[config.mk]
export PLATFORM = sky130hd
export DESIGN_NAME = add_seq_ctrl_flat
export DESIGN_NICKNAME = d
export VERILOG_FILES = /design/src/rtl/add_seq_ctrl_if.sv /design/src/rtl/add_seq_ctrl.sv /design/src/flat_wrapper.sv
export SDC_FILE = /design/constraint.sdc
export NUM_CORES = 1
export LEC_CHECK = 0
export CAP_MARGIN = 20
export CORE_UTILIZATION = 41
export CTS_CLUSTER_DIAMETER = 40
export CTS_CLUSTER_SIZE = 12
export DETAILED_ROUTE_END_ITERATION = 8
export GPL_TIMING_DRIVEN = 1
export PLACE_DENSITY = 0.64
export SLEW_MARGIN = 20
export SYNTH_ARGS = -nofsm -noshare
export SYNTH_HDL_FRONTEND = slang
export SYNTH_SLANG_ARGS = --single-unit
[constraint.sdc]
create_clock -name clk -period 9.8 [get_ports clk]
set_input_delay 1.96 -clock clk [delete_from_list [all_inputs] [get_ports clk]]
set_output_delay 1.96 -clock clk [all_outputs]
set_load 0.1 [all_outputs]
[src/rtl/add_seq_ctrl_if.sv]
// Request/result bundle for the sliced adder sequencer; master issues operands, slave computes.
interface add_seq_ctrl_if #(
    parameter int WIDTH = 64
);
    logic             in_valid;
    logic             in_ready;
    logic [WIDTH-1:0] a;
    logic [WIDTH-1:0] b;
    logic             cin;
    logic             sub;
    logic             out_valid;
    logic             out_ready;
    logic [WIDTH-1:0] sum;
    logic             cout;
    logic             ovf;

    modport master (
        output in_valid, a, b, cin, sub, out_ready,
        input  in_ready, out_valid, sum, cout, ovf
    );

    modport slave (
        input  in_valid, a, b, cin, sub, out_ready,
        output in_ready, out_valid, sum, cout, ovf
    );
endinterface

[src/rtl/add_seq_ctrl.sv]
// WIDTH-bit add/sub through one CHUNK-bit slice, LSB first; result valid NCHUNK cycles after accept.
// One op in flight: in_ready only in IDLE, result held in DONE until out_ready.
module add_seq_ctrl #(
    parameter int WIDTH = 64,
    parameter int CHUNK = 16
) (
    input  logic          clk,
    input  logic          rst,
    add_seq_ctrl_if.slave bus
);
    localparam int NCHUNK = WIDTH / CHUNK;
    localparam int IDXW   = (NCHUNK > 1) ? $clog2(NCHUNK) : 1;

    typedef enum logic [1:0] {
        IDLE,
        RUN,
        DONE
    } state_t;

    state_t state, state_nxt;

    logic [IDXW-1:0]  idx;
    logic [WIDTH-1:0] a_r;
    logic [WIDTH-1:0] b_r;
    logic             carry_r;
    logic [WIDTH-1:0] sum_r;
    logic             cout_r;
    logic             ovf_r;

    logic             in_rdy;
    logic             out_vld;
    logic             accept;
    logic             last_slice;
    logic [CHUNK-1:0] a_s;
    logic [CHUNK-1:0] b_s;
    logic [CHUNK:0]   slice;
    logic             msb_cin;

    assign a_s        = a_r[idx*CHUNK +: CHUNK];
    assign b_s        = b_r[idx*CHUNK +: CHUNK];
    assign slice      = {1'b0, a_s} + {1'b0, b_s} + {{CHUNK{1'b0}}, carry_r};
    // Carry into the top bit recovered from its sum bit: s = a ^ b ^ c
    assign msb_cin    = slice[CHUNK-1] ^ a_s[CHUNK-1] ^ b_s[CHUNK-1];
    assign last_slice = (idx == IDXW'(NCHUNK - 1));
    assign accept     = bus.in_valid && in_rdy;

    always_ff @(posedge clk or posedge rst) begin
        if (rst) begin
            state <= IDLE;
        end else begin
            state <= state_nxt;
        end
    end

    always_comb begin
        state_nxt = state;
        in_rdy    = 1'b0;
        out_vld   = 1'b0;
        case (state)
            IDLE: begin
                in_rdy = !rst;
                if (bus.in_valid && !rst) begin
                    state_nxt = RUN;
                end
            end
            RUN: begin
                if (last_slice) begin
                    state_nxt = DONE;
                end
            end
            DONE: begin
                out_vld = 1'b1;
                if (bus.out_ready) begin
                    state_nxt = IDLE;
                end
            end
            default: state_nxt = IDLE;
        endcase
    end

    always_ff @(posedge clk or posedge rst) begin
        if (rst) begin
            idx     <= '0;
            a_r     <= '0;
            b_r     <= '0;
            carry_r <= 1'b0;
            sum_r   <= '0;
            cout_r  <= 1'b0;
            ovf_r   <= 1'b0;
        end else if (accept) begin
            // Subtract folds into add: a + ~b + 1
            a_r     <= bus.a;
            b_r     <= bus.sub ? ~bus.b : bus.b;
            carry_r <= bus.sub ? 1'b1 : bus.cin;
            idx     <= '0;
            sum_r   <= '0;
        end else if (state == RUN) begin
            sum_r[idx*CHUNK +: CHUNK] <= slice[CHUNK-1:0];
            carry_r                   <= slice[CHUNK];
            idx                       <= idx + 1'b1;
            if (last_slice) begin
                cout_r <= slice[CHUNK];
                ovf_r  <= msb_cin ^ slice[CHUNK];
            end
        end
    end

    assign bus.in_ready  = in_rdy;
    assign bus.out_valid = out_vld;
    assign bus.sum       = sum_r;
    assign bus.cout      = cout_r;
    assign bus.ovf       = ovf_r;
endmodule

[src/flat_wrapper.sv]
// flat-port wrapper written by rule: the top's interface ports become plain ports
module add_seq_ctrl_flat 
#(
    parameter int WIDTH = 64,
    parameter int CHUNK = 16
)
  (clk, rst, bus_in_valid, bus_a, bus_b, bus_cin, bus_sub, bus_out_ready, bus_in_ready, bus_out_valid, bus_sum, bus_cout, bus_ovf);
  add_seq_ctrl_if #(.WIDTH(WIDTH)) bus_i ();
  input  logic clk;
  input  logic rst;
  input wire logic [$bits(bus_i.in_valid)-1:0] bus_in_valid;
  input wire logic [$bits(bus_i.a)-1:0] bus_a;
  input wire logic [$bits(bus_i.b)-1:0] bus_b;
  input wire logic [$bits(bus_i.cin)-1:0] bus_cin;
  input wire logic [$bits(bus_i.sub)-1:0] bus_sub;
  input wire logic [$bits(bus_i.out_ready)-1:0] bus_out_ready;
  output wire logic [$bits(bus_i.in_ready)-1:0] bus_in_ready;
  output wire logic [$bits(bus_i.out_valid)-1:0] bus_out_valid;
  output wire logic [$bits(bus_i.sum)-1:0] bus_sum;
  output wire logic [$bits(bus_i.cout)-1:0] bus_cout;
  output wire logic [$bits(bus_i.ovf)-1:0] bus_ovf;
  assign bus_i.in_valid = bus_in_valid;
  assign bus_i.a = bus_a;
  assign bus_i.b = bus_b;
  assign bus_i.cin = bus_cin;
  assign bus_i.sub = bus_sub;
  assign bus_i.out_ready = bus_out_ready;
  assign bus_in_ready = bus_i.in_ready;
  assign bus_out_valid = bus_i.out_valid;
  assign bus_sum = bus_i.sum;
  assign bus_cout = bus_i.cout;
  assign bus_ovf = bus_i.ovf;
  add_seq_ctrl #(.WIDTH(WIDTH), .CHUNK(CHUNK)) u_core (.clk(clk), .rst(rst), .bus(bus_i));
endmodule
==> results by group, run 1 <==
Outcome
  – Status: finished clean

Synth
  – Area contributors post-synth: dfrtp_1 (53%), mux2_2 (7.7%), mux4_2 (7.7%)
  – Area of the mapped netlist: 9370 um2
  – Seq/Total Area, Yosys: 53.2%
  – Top cell type by total area after synthesis: dfrtp_1
  – Asr flop ratio synth: 100%
  – Avg Inst Size Synth: 12.6 um2
  – Seq cells post-synth: 199
  – Synth cell types: 48
  – Top-area cell type share of the netlist area: 53.2%
  – Main synth FF type: dfrtp_1
  – Ys Warns: 0
  – Syn Nets: 899
  – Syn Inst Count: 742
  – Number of synthesized flops with an enable pin: 0

Global route
  – M3 GR Usage: 3.83%
  – First-pass GRT wire length: 35.6 mm
  – Met1 usage: 29.3%
  – Remaining global-route overflow: 0
  – Tot GR Track Use: 19.7%
  – Largest net degree at the start of global routing: 200
  – Gr busiest metal: met2
  – Met2 Use GR: 29.5%
  – Via count of the first global-routing pass: 6383
  – Initial antenna violation count: 2

Clock network
  – Root Driver: clkbuf_16
  – Reg clk slew, reported paths: 0.07 ns
  – TritonCTS Buffers: 17
  – H-Tree Depth: 4
  – Post-CTS Setup Inserts: 0
  – Clock latency on the worst-skew pair: 0.44 ns
  – Clock Sinks: 199
  – CTS Hold Bufs: 0
  – Clock buffer depth: 2
  – Resized cells post-CTS: 0
  – CTS tree: yes

Worst setup path
  – CP max stage delay: 1.18 ns
  – Cell Chain, Critical Path: clkdlybuf4s50_1 -> nor3_1 -> clkdlybuf4s50_1
  – R2r startpoint: u_core.idx[0]
  – FF-to-FF setup slack: 5.44 ns
  – Most used cell, CP: clkdlybuf4s50_1
  – Critical Path AT: 3.91 ns
  – WP data required: 7.84 ns
  – Worst flop-to-flop path endpoint: u_core.bus.ovf
  – Crit path kind: input pin to output port
  – Crit end category: output port
  – Crit-path max FO: 4
  – Reg2reg path depth: 11
  – Worst Setup Start Kind: input pin
  – Slowest-stage cell, CP: clkdlybuf4s50_1

Place
  – DPL Wire Length: 15.1 mm
  – GP Congestion: 0.778
  – Port bufs: 201

Timing
  – Least-Margin Pin Slew: 1.05 ns
  – Setup violators final: 0
  – Final Cycle Share: 59.9%
  – Min Tclk post-route: 5.87 ns
  – Fin. max-slew vios: 0
  – Setup TNS: 0 ns
  – Fmax: 170 MHz
  – RSZ-0062 raised after global routing: no
  – Layout Skew: 0.0155 ns
  – Slew margin rel.: 29.9%
  – Final hold vios: 0

Cells and area
  – Commonest cells after routing, fill and taps aside: clkdlybuf4s50_1 (200), dfrtp_1 (197), a21oi_1 (78)
  – Most common cell after layout, fill and taps aside: clkdlybuf4s50_1
  – Share of cells above drive strength 1: 16.1%
  – Ant. Diodes: 0
  – Area Growth Syn to Fin: 30.1%
  – Final #Nets: 1075
  – Layout fillers: 1879

Die
  – Core area: 22100 um2
  – DIE AREA: 23500 um2
  – Cell Rows: 54
  – Die Wd: 153 um
  – Die height: 153 um
  – IO Count: 202
  – Initial Util: 42.4%

Detailed routing
  – First-pass DRT Iterations: 5
  – DR vias: 6350
  – Post-Route WL: 21.9 mm
  – DR iter-0 viols: 377
  – DRT antenna net count: 0
  – DR vias/cell: 5.24
  – DRC violations left: 0
  – Routed len/inst: 18.1 um

Hold path
  – Hold path endpoint: u_core.bus.sum[18]
  – Min-delay src: u_core.bus.sum[18]
  – WHS Path Cells: 2
  – Hold/Removal Path Class: register to register

Flow run
  – Max Cap Viol: 0
-- Yosys cell counts, types with 6 or more instances --
cell type  number
ha_1           21
a21o_1          6
mux2_2         64
buf_1          10
clkbuf_1       28
nor2_1         72
a22o_1         58
nand2_1        13
buf_2          13
a21oi_1        79
xnor2_1        74
o21ai_0        12
mux4_2         32
inv_1          10
dfrtp_1       199
-- critical path, delay by kind of cell --
family / cells / cell delay (ns)
buffers and inverters: 2 / 1.73
and+or+nand+nor: 1 / 0.21
-- state kept, by name, summed over array words and instances (netlist names) --
register / cells
u_core.state: 2
u_core.b_r: 64
u_core.idx: 2
u_core.bus.ovf: 1
u_core.bus.cout: 1
u_core.a_r: 64
u_core.carry_r: 1
u_core.bus.sum: 64
-- how the worst max path moves through the flow --
stage / start / to / slack, ns / cells after the start
2_1_floorplan: rst / u_core.a_r[0] / 2.41 / 1
3_3_place_gp: rst / bus_in_ready / 3.98 / 3
3_5_place_dp: rst / bus_in_ready / 3.93 / 3
4_1_cts: rst / bus_in_ready / 3.93 / 3
5_1_grt: rst / bus_in_ready / 3.84 / 3
6_report: rst / bus_in_ready / 3.93 / 3
-- kinds of logic after synthesis --
group,synth area share (%)
AOI/OAI and AO/OA,13.3
xor gates and xnor gates,7.61
adders and majority gates,3.23
buffers and inverters,2.62
DFF,53.2
muxes,15.4
and+or+nand+nor,4.74
-- final cells by class --
cell class | instances | area [um2] | share of cell area, %
flip-flops and latches | 199 | 4980 | 40.9
multi-input cells | 482 | 4150 | 34.1
repair buffers | 208 | 2070 | 17.0
clock buffers | 19 | 443 | 3.63
well taps | 280 | 350 | 2.87
clock inverters | 13 | 144 | 1.18
inverters | 10 | 45.0 | 0.369
-- routing by layer --
metal  up-vias  wire (um)
met5         -         27
met4         4        180
met3        18       1070
met2       189       9800
met1      3112      10800
li1       3027          -
-- stage by stage --
stage          instance area (um2)  util, %  instances  hold slack, ns  worst slack, ns
5_1_grt                      12200     55.2       1211           0.518             3.84
3_5_place_dp                 11600     52.5       1179           0.479             3.93
2_1_floorplan                 9370        -        742           0.475             2.41
6_report                     12200     55.2       1211           0.489             3.93
4_1_cts                      12200     55.2       1211           0.495             3.93
3_3_place_gp                 11600     52.5       1179           0.463             3.98
Power of run 1 is not shown: default switching activity piles up to over one toggle a cycle in this logic, so the estimate is an artifact.
==> run 2, diff against run 1 <==
==> constraint.sdc (replaced) <==
create_clock -name clk -period 5.7 [get_ports clk]
set_input_delay 1.14 -clock clk [delete_from_list [all_inputs] [get_ports clk]]
set_output_delay 1.14 -clock clk [all_outputs]
set_load 0.1 [all_outputs]
==> run 2 against run 1 <==
  * Routed wire length up 0.80%
  * Final cell count decreased by 0.25%
  * Register-to-register slack worse by 3.5 ns
  * Sequential share of layout area is 0.063 points higher
  * Global-route usage down 0.21 points
  * Clock skew fell by 0.0054 ns
  * Via count fell by 1.3%
  * Cell area shrank 0.15%
  * Count of clock-buffer cells in the layout did not move
  * Setup slack worse by 2.3 ns
  * Flip-flop and latch count unchanged
  * Non-clock buffer count shrank 1
  * Largest cell class unchanged
==> results by group, run 2 (synthesis results as in run 1) <==
Cells and area
  – Commonest cells after routing, fill and taps aside: clkdlybuf4s50_1 (200), dfrtp_1 (197), a21oi_1 (75) (was clkdlybuf4s50_1 (200), dfrtp_1 (197), a21oi_1 (78))
  – Area Growth Syn to Fin: 29.9% (was 30.1%)
  – Layout fillers: 1864 (was 1879)
  – Most common cell after layout, fill and taps aside: clkdlybuf4s50_1 (unchanged)
  – Final #Nets: 1074 (was 1075)
  – Share of cells above drive strength 1: 16.1% (about the same)
  – Ant. Diodes: 0 (unchanged)
  – Register area: 4980 um2 (unchanged)
  – Design area: 12200 um2 (about the same)
  – Final design utilization: 55.1% (was 55.2%)
  – Multi-input gate area: 4170 um2 (was 4150 um2)

Detailed routing
  – Post-Route WL: 22.0 mm (was 21.9 mm)
  – DRT antenna net count: 0 (unchanged)
  – DR iter-0 viols: 260 (was 377)
  – DR vias/cell: 5.19 (was 5.24)
  – Routed len/inst: 18.2 um (was 18.1 um)
  – First-pass DRT Iterations: 4 (was 5)
  – DRC violations left: 0 (unchanged)
  – DR vias: 6267 (was 6350)

Worst setup path
  – WP data required: 4.56 ns (was 7.84 ns)
  – FF-to-FF setup slack: 1.93 ns (was 5.44 ns)
  – Crit end category: output port (unchanged)
  – Crit path kind: input pin to output port (unchanged)
  – Crit-path max FO: 4 (unchanged)
  – Worst Setup Start Kind: input pin (unchanged)
  – Critical Path AT: 2.97 ns (was 3.91 ns)

Timing
  – Layout Skew: 0.0101 ns (was 0.0155 ns)
  – Final hold vios: 0 (unchanged)
  – Fmax: 243 MHz
  – RSZ-0062 raised after global routing: no (unchanged)
  – Final Cycle Share: 72.0%
  – Least-Margin Pin Slew: 1.01 ns (was 1.05 ns)
  – Hold slack: 0.504 ns (was 0.489 ns)
  – Setup TNS: 0 ns (unchanged)
  – Fin. max-slew vios: 0 (unchanged)
  – Setup violators final: 0 (unchanged)
  – Min Tclk post-route: 4.11 ns
  – Slew margin rel.: 32.5% (was 29.9%)

Clock network
  – Clock buffer depth: 2 (unchanged)
  – Reg clk slew, reported paths: 0.07 ns (about the same)
  – Clock Sinks: 199 (unchanged)
  – Resized cells post-CTS: 0 (unchanged)
  – Clock latency on the worst-skew pair: 0.43 ns (was 0.44 ns)
  – CTS tree: yes (unchanged)
  – CTS Hold Bufs: 0 (unchanged)
  – Post-CTS Setup Inserts: 0 (unchanged)
  – TritonCTS Buffers: 17 (unchanged)
  – Root Driver: clkbuf_16 (unchanged)
  – H-Tree Depth: 4 (unchanged)

Outcome
  – Status: finished clean (unchanged)

Place
  – Port bufs: 201 (unchanged)
  – GP Congestion: 0.773 (was 0.778)
  – Placed Area: 11600 um2 (about the same)
  – DPL Wire Length: 15.5 mm (was 15.1 mm)

Global route
  – Gr busiest metal: met1 (was met2)
  – Initial antenna violation count: 0 (was 2)
  – First-pass GRT wire length: 35.1 mm (was 35.6 mm)
  – Via count of the first global-routing pass: 6268 (was 6383)
  – Remaining global-route overflow: 0 (unchanged)
  – Met1 usage: 29.2% (was 29.3%)
  – Tot GR Track Use: 19.5% (was 19.7%)
  – M3 GR Usage: 3.86% (was 3.83%)
  – Met2 Use GR: 28.6% (was 29.5%)
  – Largest net degree at the start of global routing: 200 (unchanged)

Die
  – DIE AREA: 23500 um2 (unchanged)
  – Die height: 153 um (unchanged)
  – IO Count: 202 (unchanged)
  – Initial Util: 42.4% (unchanged)
  – Cell Rows: 54 (unchanged)
  – Die Wd: 153 um (unchanged)
  – Core area: 22100 um2 (unchanged)

Flow run
  – Max Cap Viol: 0 (unchanged)

Hold path
  – Hold/Removal Path Class: register to register (unchanged)
run 2: cell count changes in the layout (fill, tap and decap cells not counted), moves of 2 or more:
cell     before  now
a21oi_2       1    4
a21oi_1      78   75
buf_4         7    4
inv_6         4    2
run 2: cell type report:
class | count | share of cell area, %
multi-input cells | 482 | 34.2
flip-flops and latches | 199 | 40.9
repair buffers | 207 | 17.2
inverters | 10 | 0.339
clock buffers | 19 | 3.56
well taps | 280 | 2.88
clock inverters | 11 | 0.843
run 2: worst paths after layout:
check / start / end / cells after the start
max: rst / bus_in_ready / 3
min reg2reg: u_core.bus.sum[0] / u_core.bus.sum[0] / 1
min in group asynchronous: rst / u_core.a_r[15] / 3
max in group asynchronous: rst / u_core.bus.sum[59] / 4
max reg2reg: u_core.idx[0] / u_core.bus.ovf / 10
min: u_core.bus.sum[0] / u_core.bus.sum[0] / 1
run 2: worst max-delay path: stages:
cell and delay (ns):
clkdlybuf4s50_1 0.50, nor3_1 0.17, clkdlybuf4s50_1 1.16
run 2: metrics by stage:
step	cells	setup WS [ns]
after floorplan	742	1.39
after global placement	1177	1.59
after detailed placement	1177	1.60
after CTS	1207	1.59
after global routing	1208	1.51
final	1208	1.59
run 2: per-layer routing:
| layer | wire length [um] | vias to the layer above |
|---|---|---|
| met5 | 0 | - |
| met4 | 146 | 0 |
| met3 | 993 | 6 |
| met2 | 9980 | 183 |
| met1 | 10900 | 3067 |
| li1 | - | 3011 |
Power of run 2 is left out for the same reason.
